File: src/rtl/coincidence_scan_controller.sv
// Sysclk-domain sequencer for the coincidence recorder CSR: arms one acquisition, scans one
// channel's histogram for the first rising threshold crossing and programs the coincidence point.
module coincidence_scan_controller #(
   parameter int SAMPLE_CLKS_PER_COINCIDENCE = 40,
   parameter int CYCLES_PER_ACQUISITION      = 1023,
   parameter int CHANNEL_COUNT               = 4,
   parameter int BUSY_TIMEOUT                = 65535,
   parameter int ECHO_TIMEOUT                = 255,
   parameter int AW                          = $clog2(SAMPLE_CLKS_PER_COINCIDENCE),
   parameter int CW                          = $clog2(CHANNEL_COUNT)
) (
   input  logic          sysClk,
   input  logic          sysRst_n,
   input  logic          scanStart,
   input  logic [CW-1:0] scanChannel,
   input  logic [AW-1:0] scanOffset,
   input  logic          scanRealign,
   output logic          csrStrobe,
   output logic [31:0]   csrData,
   input  logic [31:0]   csrStatus,
   output logic          scanBusy,
   output logic          scanDone,
   output logic [1:0]    scanError,
   output logic [AW-1:0] edgeAddress
);

   localparam int N    = SAMPLE_CLKS_PER_COINCIDENCE;
   localparam int SW   = $clog2(CYCLES_PER_ACQUISITION + 1);
   localparam int EW   = 24 - SW;
   localparam int AW1  = AW + 1;
   localparam int TMAX = (BUSY_TIMEOUT > ECHO_TIMEOUT) ? BUSY_TIMEOUT : ECHO_TIMEOUT;
   localparam int TW   = $clog2(TMAX + 1);

   localparam logic [SW-1:0]  THR     = SW'((CYCLES_PER_ACQUISITION + 1) / 2);
   localparam logic [AW-1:0]  LAST    = AW'(N - 1);
   localparam logic [AW1-1:0] N_W     = AW1'(N);
   localparam logic [1:0]     ERR_OK   = 2'd0;
   localparam logic [1:0]     ERR_BUSY = 2'd1;
   localparam logic [1:0]     ERR_ECHO = 2'd2;
   localparam logic [1:0]     ERR_NONE = 2'd3;

   typedef enum logic [3:0] {
      StIdle, StArm, StWaitRise, StWaitFall, StReq, StPoll, StEval, StWrap,
      StProgram, StGap, StRealign, StFinish
   } state_t;

   state_t         r_state, w_state_nxt;
   logic [CW-1:0]  r_chan;
   logic [AW-1:0]  r_off;
   logic           r_realign;
   logic [AW-1:0]  r_addr;
   logic [TW-1:0]  r_tmo;
   logic           r_match;
   logic [SW-1:0]  r_sum, r_bin0, r_prev;
   logic           r_found;
   logic [AW-1:0]  r_cross;
   logic [AW-1:0]  r_edge;
   logic [1:0]     r_err;

   logic           w_busy, w_echo_ok, w_rise, w_wrap_hit, w_tmo_busy, w_tmo_echo;
   logic           w_err_set;
   logic [1:0]     w_err_val;
   logic [AW-1:0]  w_cross, w_edge;
   logic [AW1-1:0] w_edge_sum;

   assign w_busy     = csrStatus[31];
   assign w_echo_ok  = (csrStatus[30:24] == 7'(r_chan)) && (csrStatus[23:SW] == EW'(r_addr));
   // In EVAL r_prev holds sum[a-1]; in WRAP it holds sum[N-1], the predecessor of bin 0.
   assign w_rise     = (r_prev < THR) && (r_sum >= THR);
   assign w_wrap_hit = (r_prev < THR) && (r_bin0 >= THR);
   assign w_tmo_busy = (r_tmo == TW'(BUSY_TIMEOUT));
   assign w_tmo_echo = (r_tmo == TW'(ECHO_TIMEOUT));
   assign w_cross    = r_found ? r_cross : '0;
   assign w_edge_sum = AW1'(w_cross) + AW1'(r_off);
   assign w_edge     = (w_edge_sum >= N_W) ? AW'(w_edge_sum - N_W) : AW'(w_edge_sum);

   assign scanError   = r_err;
   assign edgeAddress = r_edge;

   always_ff @(posedge sysClk or negedge sysRst_n) begin
      if (!sysRst_n) begin
         r_state <= StIdle;
      end else begin
         r_state <= w_state_nxt;
      end
   end

   always_comb begin
      w_state_nxt = r_state;
      w_err_set   = 1'b0;
      w_err_val   = ERR_OK;
      csrStrobe   = 1'b0;
      csrData     = '0;
      scanBusy    = 1'b1;
      scanDone    = 1'b0;
      case (r_state)
         StIdle: begin
            scanBusy = 1'b0;
            if (scanStart) w_state_nxt = StArm;
         end
         StArm: begin
            csrStrobe   = 1'b1;
            csrData     = 32'h8000_0000;
            w_state_nxt = StWaitRise;
         end
         StWaitRise: begin
            if (w_busy) begin
               w_state_nxt = StWaitFall;
            end else if (w_tmo_busy) begin
               w_state_nxt = StFinish;
               w_err_set   = 1'b1;
               w_err_val   = ERR_BUSY;
            end
         end
         StWaitFall: begin
            if (!w_busy) begin
               w_state_nxt = StReq;
            end else if (w_tmo_busy) begin
               w_state_nxt = StFinish;
               w_err_set   = 1'b1;
               w_err_val   = ERR_BUSY;
            end
         end
         StReq: begin
            csrStrobe   = 1'b1;
            csrData     = (32'(r_chan) << 24) | 32'(r_addr);
            w_state_nxt = StPoll;
         end
         StPoll: begin
            if (w_echo_ok && r_match) begin
               w_state_nxt = StEval;
            end else if (w_tmo_echo) begin
               w_state_nxt = StFinish;
               w_err_set   = 1'b1;
               w_err_val   = ERR_ECHO;
            end
         end
         StEval: w_state_nxt = (r_addr == LAST) ? StWrap : StReq;
         StWrap: begin
            if (r_found || w_wrap_hit) begin
               w_state_nxt = StProgram;
            end else begin
               w_state_nxt = StFinish;
               w_err_set   = 1'b1;
               w_err_val   = ERR_NONE;
            end
         end
         StProgram: begin
            csrStrobe   = 1'b1;
            csrData     = 32'h4000_0000 | 32'(r_edge);
            w_state_nxt = r_realign ? StGap : StFinish;
         end
         // Keeps an idle cycle between the program and realign strobes.
         StGap: w_state_nxt = StRealign;
         StRealign: begin
            csrStrobe   = 1'b1;
            csrData     = 32'h2000_0000;
            w_state_nxt = StFinish;
         end
         StFinish: begin
            scanBusy    = 1'b0;
            scanDone    = 1'b1;
            w_state_nxt = StIdle;
         end
         default: begin
            scanBusy    = 1'b0;
            w_state_nxt = StIdle;
         end
      endcase
   end

   always_ff @(posedge sysClk or negedge sysRst_n) begin
      if (!sysRst_n) begin
         r_chan    <= '0;
         r_off     <= '0;
         r_realign <= 1'b0;
         r_addr    <= '0;
         r_tmo     <= '0;
         r_match   <= 1'b0;
         r_sum     <= '0;
         r_bin0    <= '0;
         r_prev    <= '0;
         r_found   <= 1'b0;
         r_cross   <= '0;
         r_edge    <= '0;
         r_err     <= ERR_OK;
      end else begin
         r_tmo   <= ((w_state_nxt != r_state) || (r_state == StIdle)) ? '0 : r_tmo + TW'(1);
         r_match <= (r_state == StPoll) && w_echo_ok;
         if (w_err_set) r_err <= w_err_val;
         case (r_state)
            StIdle: begin
               if (scanStart) begin
                  r_chan    <= scanChannel;
                  r_off     <= scanOffset;
                  r_realign <= scanRealign;
                  r_addr    <= '0;
                  r_found   <= 1'b0;
                  r_err     <= ERR_OK;
               end
            end
            StPoll: begin
               if (w_echo_ok && r_match) r_sum <= csrStatus[SW-1:0];
            end
            StEval: begin
               if (r_addr == '0) begin
                  r_bin0 <= r_sum;
               end else if (!r_found && w_rise) begin
                  r_found <= 1'b1;
                  r_cross <= r_addr;
               end
               r_prev <= r_sum;
               if (r_addr != LAST) r_addr <= r_addr + AW'(1);
            end
            StWrap: begin
               if (r_found || w_wrap_hit) r_edge <= w_edge;
            end
            default: ;
         endcase
      end
   end

endmodule
File: config.mk
export PLATFORM = sky130hd
export DESIGN_NAME = coincidence_scan_controller
export DESIGN_NICKNAME = d
export VERILOG_FILES = /design/src/rtl/coincidence_scan_controller.sv
export SDC_FILE = /design/constraint.sdc
export NUM_CORES = 1
export LEC_CHECK = 0
export CORE_MARGIN = 2
export CORE_UTILIZATION = 45
export DETAILED_ROUTE_END_ITERATION = 7
export GPL_ROUTABILITY_DRIVEN = 0
export PLACE_DENSITY = 0.75
export SLEW_MARGIN = 20
export SYNTH_ARGS = -nofsm -noshare
export SYNTH_HDL_FRONTEND = slang
export SYNTH_SLANG_ARGS = --single-unit
File: constraint.sdc
create_clock -name sysClk -period 3.9 [get_ports sysClk]
set_clock_uncertainty 0.05 [all_clocks]
set_input_delay 0.39 -clock sysClk [delete_from_list [all_inputs] [get_ports sysClk]]
set_output_delay 0.39 -clock sysClk [all_outputs]
set_load 0.05 [all_outputs]
Yosys cells after proc, flatten, opt, wreduce, memory -nomap -nowiden
Index checks and enable logic that the tools add are counted.

Bits in registers: 81. Bits of input ports: 44. Output and inout bits: 43. Word-level logic and storage cells: 108.

Add/subtract/negate cells: 4. $lt $le $gt $ge: 4. Equality and inequality tests: 22. Muxes and demuxes: 41. Bitwise gates (word level): 2. Reduce and logical (&&, ||, !) cells: 21.

Operators by type and width (count): $pmux W32 S4 (1); $pmux W4 S11 (1); $or A26 B6 Y26 (1); $mux W4 (6); $mux W6 (4); $ge A10 B10 Y1 const B (2); $mux W2 (10); $add A16 B1 Y16 const B (1); $eq A16 B16 Y1 const B (1); $eq A16 B8 Y1 const B (1); $eq A4 B3 Y1 const B (4); $eq A4 B4 Y1 const B (4); $mux W16 (1); $eq A14 B6 Y1 (1); $mux W1 (14); $pmux W6 S2 (1); $lt A10 B10 Y1 const B (1); $reduce_or A10 Y1 (1); $eq A4 B2 Y1 const B (2); $ne A2 B2 Y1 const B (4); $pmux W2 S4 (1); $reduce_and A2 Y1 (4); $add A6 B6 Y7 (1); $eq A7 B2 Y1 (1); 19 further kinds (26).

Depth between registers and ports, before layout
Depth after elaboration: 8. Gate-level depth with buffers: 14. Gate-level depth less buffers: 13.

Least setup slack after synthesis
No wires, ideal clock.

Kind: register to register. Start point: reg r_found. End point: reg r_edge[3], in the netlist edgeAddress[3]. Library setup time: 0.135 ns. Arrival time: 2.494 ns. Required time: 3.715 ns. Path slack: 1.220 ns. Cell stages (with the launch flop): 15. Buffers on the path: 1. Cells stage by stage: dfrtp_1 clkbuf_1 and2_1 ha_1 inv_1 fa_1 nor2b_1 o21ai_0 a21oi_1 inv_1 ha_1 o31a_1 o21ai_0 xor2_1 o21ai_0.

Longest elaborated chain between the ends: 4.

RTL lines: start: declaration (line 55) `logic r_found;`; start signal: assignment (line 183) `r_found <= 1'b0;`; start signal: assignment (line 198) `r_found <= 1'b0;`; start signal: assignment (line 209) `r_found <= 1'b1;`; $mux W6 (line 73) `assign w_cross = r_found ? r_cross : '0;`; $add A6 B6 Y7 (line 74) `assign w_edge_sum = AW1'(w_cross) + AW1'(r_off);`; $sub A6 B6 Y6 / $ge A7 B6 Y1 (equally long branches) (line 75) `assign w_edge = (w_edge_sum >= N_W) ? AW'(w_edge_sum - N_W) : AW'(w_edge_sum);`; $mux W6 (line 75); end signal: assignment (line 216) `if (r_found || w_wrap_hit) r_edge <= w_edge;`; end: declaration (line 57) `logic [AW-1:0] r_edge;`.

Parallel ways exist; a longest one is shown, timed or not. A chain may end at the register's enable or synchronous reset.

Final worst setup path
Start point: reg r_state[2]. End point: out csrStrobe.

Longest elaborated chain between the ends: 3.

RTL lines: start: declaration (line 47) `state_t r_state, w_state_nxt;`; start signal: assignment (line 82) `r_state <= StIdle;`; start signal: assignment (line 84) `r_state <= w_state_nxt;`; $eq A4 B4 Y1, or another cell as far along (line 96) `case (r_state)`; $reduce_or A4 Y1 (no line) (*); $mux W1 (*) (line 96); end: declaration (line 18) `output logic csrStrobe,`.

Every way passes the cells marked *; elsewhere a longest branch is shown, timed or not.

==> flow_metrics.tcl <==
set metrics [dict create \
    ys_types 55 \
    crit_chain "nor2b_1 > a21oi_1 > o21bai_1 > clkdlybuf4s50_1" \
    slew_viol_final 0 \
    dieArea_mm2 0.00820 \
    grt_pass1_vias 2634 \
    vdd_drop_max_mv 0.361 \
    die_width_um 90.5 \
    track_usage 0.191 \
    core_mm2 0.00725 \
    critPathBufInv 1 \
    netlist_top_cells_area "dfrtp_1 (40%), nor2_1 (5.9%), nand2_1 (5.3%)" \
    pwr-share-seq 0.349 \
    ant_nets 0 \
    clockBufferDepth 2 \
    diodes 0 \
    p_switching_mw 1.05 \
    swShare 0.454 \
    drv_cap 0 \
    cts_tree "yes" \
    routed_via_density 5.27 \
    post_cts_resized 0 \
    tightest_slew_ps 701 \
    slew_headroom 0.532 \
    wl_per_cell_um 14.1 \
    post-route-min-period_ps 3080 \
    cts-root-buf "clkbuf_8" \
    clkPwrFrac 0.161 \
    die_y_um 90.5 \
    via_count 2814 \
    fin_nets 489 \
    hp-class "in -> async" \
    grt_max_degree 29 \
    hold_viol 0 \
    dr.pass1.iters 4 \
    syn_inst 385 \
    final-seq-area_mm2 0.00135 \
    reg2reg_from "r_state[3]" \
    setup-tns-final_ps 0 \
    reg2reg_depth 7 \
    cts_max_level 2 \
    portBuffers 56 \
    drt_iter0_drc 207 \
    num_io_pins 87 \
    dpl.hpwl_um 5860 \
    synth_area_per_cell_um2 8.76 \
    start_util 0.465 \
    status "finished clean" \
    drc 0 \
    clock_sinks 54 \
    yosysSeqAreaShare 0.401 \
    reg2reg_to "r_tmo[3]" \
    syn_area_mm2 0.00337 \
    grt_overflow 0 \
    required_ps 3460 \
    worstSetupPathType "reg -> out" \
    path_max_fanout 15 \
    power.leakage_nw 1.76 \
    layout_common_cells "clkdlybuf4s50_1 (55), dfrtp_1 (54), nor2_1 (53)" \
    antenna_found_initial 0 \
    synth_area_leader_cell "dfrtp_1" \
    path_clk_slew_ps 100 \
    synth_edf_count 0 \
    max_freq_mhz 325 \
    setup_viol 0 \
    slowest_stage "clkdlybuf4s50_1" \
    cp-startpoint "r_state[2]" \
    start_kind "register" \
    critPathMaxStageDelay_ps 820 \
    fin_util 0.556 \
    ys_ff_latch 54 \
    pwr-share-comb 0.490 \
    cp.arrival_ps 2640 \
    worst_setup_path_end_kind "primary output" \
    endpoint "csrStrobe" \
    rsz0062_at_grt "no" \
    rrSetupSlack_ps 970 \
    hold_buffers 0 \
    crit_family "buffers and inverters" \
    layout_commonest_cell "clkdlybuf4s50_1" \
    p_int_mw 1.26 \
    cts_buffers 5 \
    fillers 661 \
    synth_top_area_share 0.401 \
    powerDensity_mw_per_mm2 571 \
    async_flop_share 1.00 \
    finalPower_mw 2.30 \
    multi_input_area_mm2 0.00183 \
    yosysWarningCount 0 \
    area_growth_pct 19.7 \
    synth_flop_cell "dfrtp_1" \
    path_depth 4 \
    drive_above_1_share 0.0621 \
    final.period_utilization 0.790 \
    rows 31 \
    grt_first_pass_wirelength_um 12800 \
    clk_latency_ps 300 \
    cts_setup_buffers 0 \
    detail_route.wirelength_um 7540 \
]
-- cells in the mapped netlist, drive strengths merged (2+ instances only) --
cell    count
nor2b       6
nand2b      3
a311oi      2
a31oi       2
o211ai      2
xnor2      14
clkbuf     14
or2         2
nor4        6
nor2       53
o31a        2
or3         4
dfrtp      54
and4        2
mux2       10
inv        12
nand3      12
and2        8
a211oi      2
and3       10
o21a        2
xor2       17
nand4       5
or4         2
nor3        5
a22oi       6
a21o        2
nand2      48
buf        23
ha         10
a21oi      15
o21ai      16
-- registers in the layout (all words and copies together) (netlist names) --
register,count
scanError,2
r_chan,2
r_off,6
r_state,4
r_cross,6
r_tmo,16
r_prev,1
r_found,1
r_sum,1
r_realign,1
r_bin0,1
r_match,1
edgeAddress,6
r_addr,6
-- per-stage QoR --
stage          setup slack (ps)  instances  hold slack, ps  instance area, um2
2_1_floorplan              1220        405            44.4                3450
3_3_place_gp                805        526             383                3930
3_5_place_dp                737        526             395                3930
4_1_cts                     812        534            61.1                4040
5_1_grt                     618        534            98.0                4040
6_report                    820        534            40.0                4040
-- area by class of cell --
cell class	instances	share of cell area
Timing Repair Buffer	59	0.143
Multi-Input combinational cell	302	0.453
Sequential cell	54	0.335
Inverter	12	0.0112
Clock buffer	6	0.0180
Clock inverter	2	0.00930
Tap cell	99	0.0307
-- worst reg2reg max path, cell delays in order (launching register included) --
cell,delay (ps)
dfrtp_1,560
nand2b_1,260
nor2_1,160
a221oi_1,520
o21ai_1,190
o311a_1,370
o211ai_2,570
nor2_1,120
-- power by group through the flow --
stage / Sequential [mW] / Clock (mW) / Combinational [mW]
final: 0.803 / 0.371 / 1.13
after floorplan: 0.840 / 0 / 0.803
after global routing: 0.822 / 0.407 / 1.24
after detailed placement: 0.810 / 0 / 1.13
after CTS: 0.800 / 0.382 / 1.13
after global placement: 0.807 / 0 / 1.11
-- cells by family (layout without fill, tap and decap cells) --
kind of cell	count (synthesis)	count (layout)	synth area share
AOI/OAI and AO/OA	61	61	0.120
xor gates and xnor gates	31	31	0.0805
adders and majority gates	11	11	0.0431
buffers and inverters	49	79	0.0809
DFF	54	54	0.401
muxes	11	11	0.0364
other	1	21	0.00111
and+or+nand+nor	167	167	0.237
-- metal layers --
| layer | track usage | share of wire | routed length (um) |
|---|---|---|---|
| met5 | 0 | 0 | 0 |
| met4 | 0.0577 | 0.018 | 138 |
| met3 | 0.0359 | 0.057 | 433 |
| met2 | 0.311 | 0.46 | 3490 |
| met1 | 0.260 | 0.46 | 3470 |
-- how the worst min path moves through the flow --
stage                                 to  cells after the start      from
after floorplan           edgeAddress[0]                      0  sysRst_n
after global placement        r_state[1]                      1  sysRst_n
after detailed placement      r_state[1]                      1  sysRst_n
after CTS                      r_addr[1]                      1  sysRst_n
after global routing             r_match                      1  sysRst_n
final                          r_tmo[11]                      1  sysRst_n
Note: power is estimated with default switching activity, not from simulation.
